## src/rtl/traffic_queue_sensor.sv

```systemverilog
// traffic_queue_sensor: per-street car queues feeding the controller's sensor input, plus a light-sequence safety monitor
module traffic_queue_sensor #(
  parameter int QW = 4,
  parameter int DEPART_CYC = 2
) (
  input  logic          clk,
  input  logic          reset,
  input  logic          arrive_a,
  input  logic          arrive_b,
  input  logic [1:0]    sa,
  input  logic [1:0]    sb,
  output logic [1:0]    t,
  output logic [QW-1:0] qa_cnt,
  output logic [QW-1:0] qb_cnt,
  output logic          dep_a,
  output logic          dep_b,
  output logic [1:0]    ovf,
  output logic [2:0]    err
);
  localparam int TW = DEPART_CYC > 1 ? $clog2(DEPART_CYC) : 1;
  logic [1:0][1:0]    code;
  logic [1:0][QW-1:0] q;
  logic [1:0][TW-1:0] tmr;
  logic [1:0]         arr, busy, go, full, dep;
  logic [1:0]         prev_sa, prev_sb;
  assign code = {sb, sa};
  assign arr = {arrive_b, arrive_a};
  for (genvar s = 0; s < 2; s++) begin : g_st
    assign busy[s] = code[s] == 2'b10 && q[s] != '0;
    assign go[s] = busy[s] && tmr[s] == TW'(DEPART_CYC - 1);
    assign full[s] = &q[s];
  end
  // t depends only on registered counts, never on the light inputs
  assign t = {q[0] == '0, q[1] != '0};
  assign qa_cnt = q[0];
  assign qb_cnt = q[1];
  assign dep_a = dep[0];
  assign dep_b = dep[1];
  always_ff @(posedge clk) begin
    if (reset) begin
      q <= '0;
      tmr <= '0;
      dep <= '0;
      ovf <= '0;
      err <= '0;
      prev_sa <= 2'b00;
      prev_sb <= 2'b00;
    end else begin
      for (int i = 0; i < 2; i++) begin
        tmr[i] <= busy[i] && !go[i] ? tmr[i] + TW'(1) : '0;
        dep[i] <= go[i];
        if (arr[i] && !go[i] && !full[i]) q[i] <= q[i] + QW'(1);
        else if (!arr[i] && go[i]) q[i] <= q[i] - QW'(1);
        if (arr[i] && !go[i] && full[i]) ovf[i] <= 1'b1;
      end
      err <= err | {(prev_sa == 2'b10 && sa == 2'b00) || (prev_sb == 2'b10 && sb == 2'b00),
                    sa != 2'b00 && sb != 2'b00,
                    sa == 2'b11 || sb == 2'b11};
      prev_sa <= sa;
      prev_sb <= sb;
    end
  end
endmodule

```

## config.mk

```make
export PLATFORM = sky130hd
export DESIGN_NAME = traffic_queue_sensor
export DESIGN_NICKNAME = d
export VERILOG_FILES = /design/src/rtl/traffic_queue_sensor.sv
export SDC_FILE = /design/constraint.sdc
export NUM_CORES = 1
export LEC_CHECK = 0
export CORE_AREA = 2 2 53 55
export CTS_BUF_LIST = sky130_fd_sc_hd__clkbuf_16
export DETAILED_ROUTE_END_ITERATION = 10
export DIE_AREA = 0 0 55 57
export GPL_TIMING_DRIVEN = 0
export PLACE_DENSITY = 0.65
export SLEW_MARGIN = 30
export SYNTH_ARGS = -nofsm -noshare
export SYNTH_HDL_FRONTEND = slang
export SYNTH_SLANG_ARGS = --single-unit
```

## constraint.sdc

```tcl
create_clock -name clk -period 2.4 [get_ports clk]
set_input_delay 0.36 -clock clk [delete_from_list [all_inputs] [get_ports clk]]
set_output_delay 0.36 -clock clk [all_outputs]
set_load 0.01 [all_outputs]
```

; After elaboration in Yosys (flattened, before gate mapping)
; Index checks and enable logic that the tools add are counted.
; W data, S select, Z words.
[word_totals]
ff_bits = 21
input_bits = 8
elab_cells = 67
[classes]
addsub = 6
n_eq_ne = 6
n_mux = 4
bitwise_logic = 3
n_reduce_logical = 38
[op_table]
columns = op, n
row1 = $logic_and A1 B1 Y1, 17
row2 = $mux W4, 4
row3 = $eq A2 B2 Y1 const B, 6
row4 = $add A4 B1 Y4 const B, 2
row5 = $reduce_and A4 Y1, 2
row6 = $reduce_bool A2 Y1, 4
row7 = $reduce_bool A4 Y1, 2
row8 = $sub A4 B1 Y4 const B, 2
row9 = $logic_not A1 Y1, 6
row10 = $logic_not A2 Y1, 2
row11 = $logic_not A4 Y1, 1
row12 = $reduce_or A2 Y1, 2
row13 = $or A3 B3 Y3, 1
row14 = $add A1 B1 Y1 const B, 2
row15 = $logic_or A1 B1 Y1, 2
row16 = $not A1 Y1, 2

; Depth between registers and ports, before layout
; Gate-level depths: netlist of run 1.
[logic_depth]
word_depth = 7
ltp_mapped = 9
ltp_nobuf = 9

; Least setup slack after synthesis of run 1
; No wires, ideal clock.
[synth_path]
path_type = register -> register
from = reg q (netlist bit qb_cnt[0])
to = reg q (netlist bit qb_cnt[3])
setup_time_ns = 0.121
arrival_ns = 2.613
slack_ns = -0.334
path_stages_with_launch = 10
period_less_slack_ns = 2.734
cell_sequence = dfxtp_1 or4_4 nand4b_4 nand3_4 ha_1 a21o_2 a21oi_1 or2b_2 o22a_1 mux2_4
[synth_between]
elab_chain_cells = 7
[synth_rtl]
columns = item, line
row1 = start: declaration, 22  ; logic [1:0][QW-1:0] q;
row2 = start signal: indexed assignment, 52  ; if (arr[i] && !go[i] && !full[i]) q[i] <= q[i] + QW'(1);
row3 = start signal: indexed assignment, 53  ; else if (!arr[i] && go[i]) q[i] <= q[i] - QW'(1);
row4 = $reduce_bool A4 Y1 *, --
row5 = named net t[0], 12  ; output logic [1:0] t,
row6 = $logic_and A1 B1 Y1 *, 29  ; assign busy[s] = code[s] == 2'b10 && q[s] != '0;
row7 = $logic_and A1 B1 Y1 *, 30  ; assign go[s] = busy[s] && tmr[s] == TW'(DEPART_CYC - 1);
row8 = $logic_not A1 Y1, 52
row9 = $logic_and A1 B1 Y1 (2 in a row), 52
row10 = $mux W4 or $reduce_bool A2 Y1 (tied branches), --
; The timed path passes the listed nets; every way through them passes the cells marked *. The select of a mux whose other input is x is not followed.
; A chain may end at the register's enable or synchronous reset.

; Worst setup path in the final report of run 1
[layout_path]
from = reg q (netlist bit qb_cnt[1])
to = reg q (netlist bit qb_cnt[3])
[layout_between]
elab_chain_cells = 7
[layout_rtl]
columns = item
row1 = "parallel branches: the longest is 7 deep, another holds $sub A4 B1 Y4"
; Parallel ways; which one is timed is not known. The select of a mux whose other input is x is not followed.

==> flow_summary.yaml, run 1 <==
drt:
  dr.pass1.iters: 3
  viasPerCell: 4.875
  ant_nets: 0
  via_count: 780
  finalWirelength_mm: 1.919
  wl_per_cell_um: 11.99
  drt_iter0_drc: 1
  drc: 0
critical_path:
  cp.arrival_ns: 2.66
  worstPathMaxFanout: 3
  regToRegSetupSlack_ns: -0.12
  r2r-start: "qb_cnt[1]"
  path_cells: "or4_4, nand4b_4, nand3_4, ha_4, a21o_2, a21oi_2, or2b_4, o22a_1, mux2_4"
  r2r-end: "qb_cnt[3]"
  crit_type: "flop to flop"
  start_kind: "flop"
  max_stage_delay_ns: 0.56
  end_kind: "flop"
  rr_worst_depth: 9
  slowest_stage: "or4_4"
  worstPathRequired_ns: 2.54
placement:
  postPlaceCellArea_mm2: 0.001271
  dp_hpwl_mm: 1.384
  port_buffers: 24
  gp_congestion: 0.7449
synthesis:
  ys_warn_count: 0
  ys_seq_area_share_pct: 43.52
  yosysUniqueCellTypes: 34
  avgSynthCellArea_um2: 10.28
  syn-cell-area_um2: 965.9
  syn_nets: 108
  ys_ff_latch: 21
  synth_cells: 94
grt:
  grt_pass1_wl_mm: 3.429
  busiest_layer: "met2"
  grt.total_usage_pct: 14.55
  grt_overflow: 0
  grt_max_degree: 14
  met2_usage_pct: 24.32
  first_global_vias: 793
  use_met1_pct: 18.50
  antenna_found_initial: 0
  met3_usage_pct: 3.141
run_status:
  status: "complete, but fails checks"
  violations: "setup timing"
power_and_ir_drop:
  peakVddDrop_uv: 391.3
  power.density_mw_per_mm2: 713.8
  leakagePower_nw: 0.5869
floorplanning:
  ios: 25
  start_util_pct: 36.94
  die_height_um: 57
  rows: 19
  die_area_mm2: 0.003135
  coreArea_mm2: 0.002615
  die_x_um: 55
sta:
  finalCriticalPeriod_ns: 2.521
  setup_ws_ns: -0.1210
  setup_violations: 1
  tightestPinTransition_ns: 0.4035
  skew_ns: 0.0009784
  fmax_mhz: 396.7
  slew_viol_final: 0
  hold_viol_final: 0
  slew_headroom_pct: 72.33
  period_share_pct: 105.0
  rsz0062_at_grt: "true"
  setup-tns-final_ns: -0.1210
  hold-worst-slack_ns: 0.4358
final_layout:
  nNetsFinal: 144
  layout_common_cells: "clkdlybuf4s50_1 (24), dfxtp_1 (19), nor2_1 (16)"
  fill_cells: 239
  fin_area_mm2: 0.001415
  antennaDiodeCount: 0
  synthToLayoutAreaGrowth_pct: 46.50
  final_common_cell: "clkdlybuf4s50_1"
  final_core_util_pct: 54.11
  layout-drive-gt1-share_pct: 18.60
cts:
  clkSlewWorstSetupHoldPaths_ns: 0.06
  cts_root_buf: "clkbuf_16"
  postCtsHoldBufs: 0
  cts_max_level: 1
  cts_tree: "yes"
  insertion_delay_ns: 0.25
  cts_sinks: 21
  clk_path_buf_depth: 2
  cts_inserted_buffers: 3
hold_path:
  min-delay-start: "tmr[0]"
  worstHoldPathCells: 1
  min_to: "tmr[0]"
  hold_path.class: "flop to flop"
run:
  cap_violations: 0
==> flip-flops by register name, indices dropped and copies added (netlist names) <==
register	flops
tmr	2
prev_sa	2
err	3
qb_cnt	4
qa_cnt	4
prev_sb	2
dep	2
ovf	2
==> power breakdown <==
| part | total [W] | switching [W] | leakage (nW) | internal [W] |
|---|---|---|---|---|
| clock network | 0.000350 | 0.000125 | 0.0371 | 0.000225 |
| registers | 0.000411 | 0.0000337 | 0.174 | 0.000377 |
| logic | 0.000249 | 0.000103 | 0.376 | 0.000146 |
| total | 0.00101 | 0.000262 | 0.587 | 0.000748 |
==> layer usage <==
| metal | up-vias | part of all wire, % |
|---|---|---|
| met5 | - | 0 |
| met4 | 0 | 0.83 |
| met3 | 3 | 4.7 |
| met2 | 18 | 49 |
| met1 | 356 | 46 |
| li1 | 403 | - |
==> synthesized netlist by cell type (all sizes together) <==
cell type	instances	area share, %
o22a	1	0.91
o211ai	1	0.78
or3	1	0.65
or4	1	1.2
mux2	1	1.6
nand3	1	1.8
nor4	1	1.3
ha	4	5.2
a31oi	1	0.65
nor2	16	6.2
nor2b	5	3.2
a21o	2	1.7
or2b	1	0.91
nor3	1	0.52
fa	2	4.1
mux2i	4	4.1
nand2	1	0.39
nand4	2	1.3
and3	1	0.78
nand3b	1	0.78
and2	1	0.65
xor2	1	0.91
or2	1	0.65
nor4b	3	2.7
inv	3	1.2
dfxtp	21	44
clkbuf	2	0.78
a211oi	1	0.78
nand4b	1	2.5
a21oi	6	3.1
xnor2	4	3.6
a221oi	1	0.91
o22ai	1	0.65
==> per-stage QoR <==
stage               total power [W]  instances  worst slack (ns)
finish                     0.001010        160           -0.1210
global route               0.001062        160           -0.1866
CTS                        0.001020        159           -0.1367
detailed placement        0.0006457        149           -0.3492
global placement          0.0006409        149           -0.3222
floorplan                 0.0005448         94           -0.1399
==> worst max-delay path by stage <==
| stage | from | end | slack [ns] | cells past startpoint |
|---|---|---|---|---|
| after floorplan | qb_cnt[1] | qb_cnt[3] | -0.14 | 9 |
| after global placement | sa[0] | qa_cnt[3] | -0.32 | 9 |
| after detailed placement | sa[0] | qa_cnt[3] | -0.35 | 9 |
| after CTS | qb_cnt[1] | qb_cnt[3] | -0.14 | 9 |
| after global routing | qb_cnt[1] | qb_cnt[3] | -0.19 | 9 |
| final | qb_cnt[1] | qb_cnt[3] | -0.12 | 9 |
==> timing repair <==
action,in CTS,in global routing
gates resized for setup,1,0
endpoints found under the setup margin,2,2
setup buffers,6,1
pin swaps,2,2
==> worst max-delay path: cells and delay by family, from the launching register on <==
kind	cells	cell delay [ns]
muxes	1	0.29
AOI/OAI and AO/OA	3	0.50
adders and majority gates	1	0.22
and+or+nand+nor	4	1.05
DFF	1	0.35
==> final cells by class <==
type                       instances  area, µm²  share of cell area [%]
timing repair buffer              31      292.8                   20.69
sequential                        21      427.9                   30.24
buffer                             2      7.507                  0.5305
clock buffer                       3      75.07                   5.305
clock inverter                     1      7.507                  0.5305
inverter                           3      11.26                  0.7958
multi-input combinational         68      554.3                   39.17
tap                               31      38.79                   2.741
==> cells by family (layout without fill, tap and decap cells) <==
group	Yosys count	count (layout)	synth area share (%)
adders and majority gates	6	6	9.327
xor gates and xnor gates	5	5	4.533
DFF	21	21	43.52
muxes	5	5	5.699
AOI/OAI and AO/OA	14	14	9.458
and+or+nand+nor	38	38	25.52
buffers and inverters	5	40	1.943
No activity file was read; power rests on OpenSTA's default activity.
==> run 2, diff against run 1 <==
- CAP_MARGIN: unset -> 20
- SLEW_MARGIN: 30 -> 10
==> results of run 2 <==
Same layout as run 1: the final DEF is identical, and so are final timing and power.
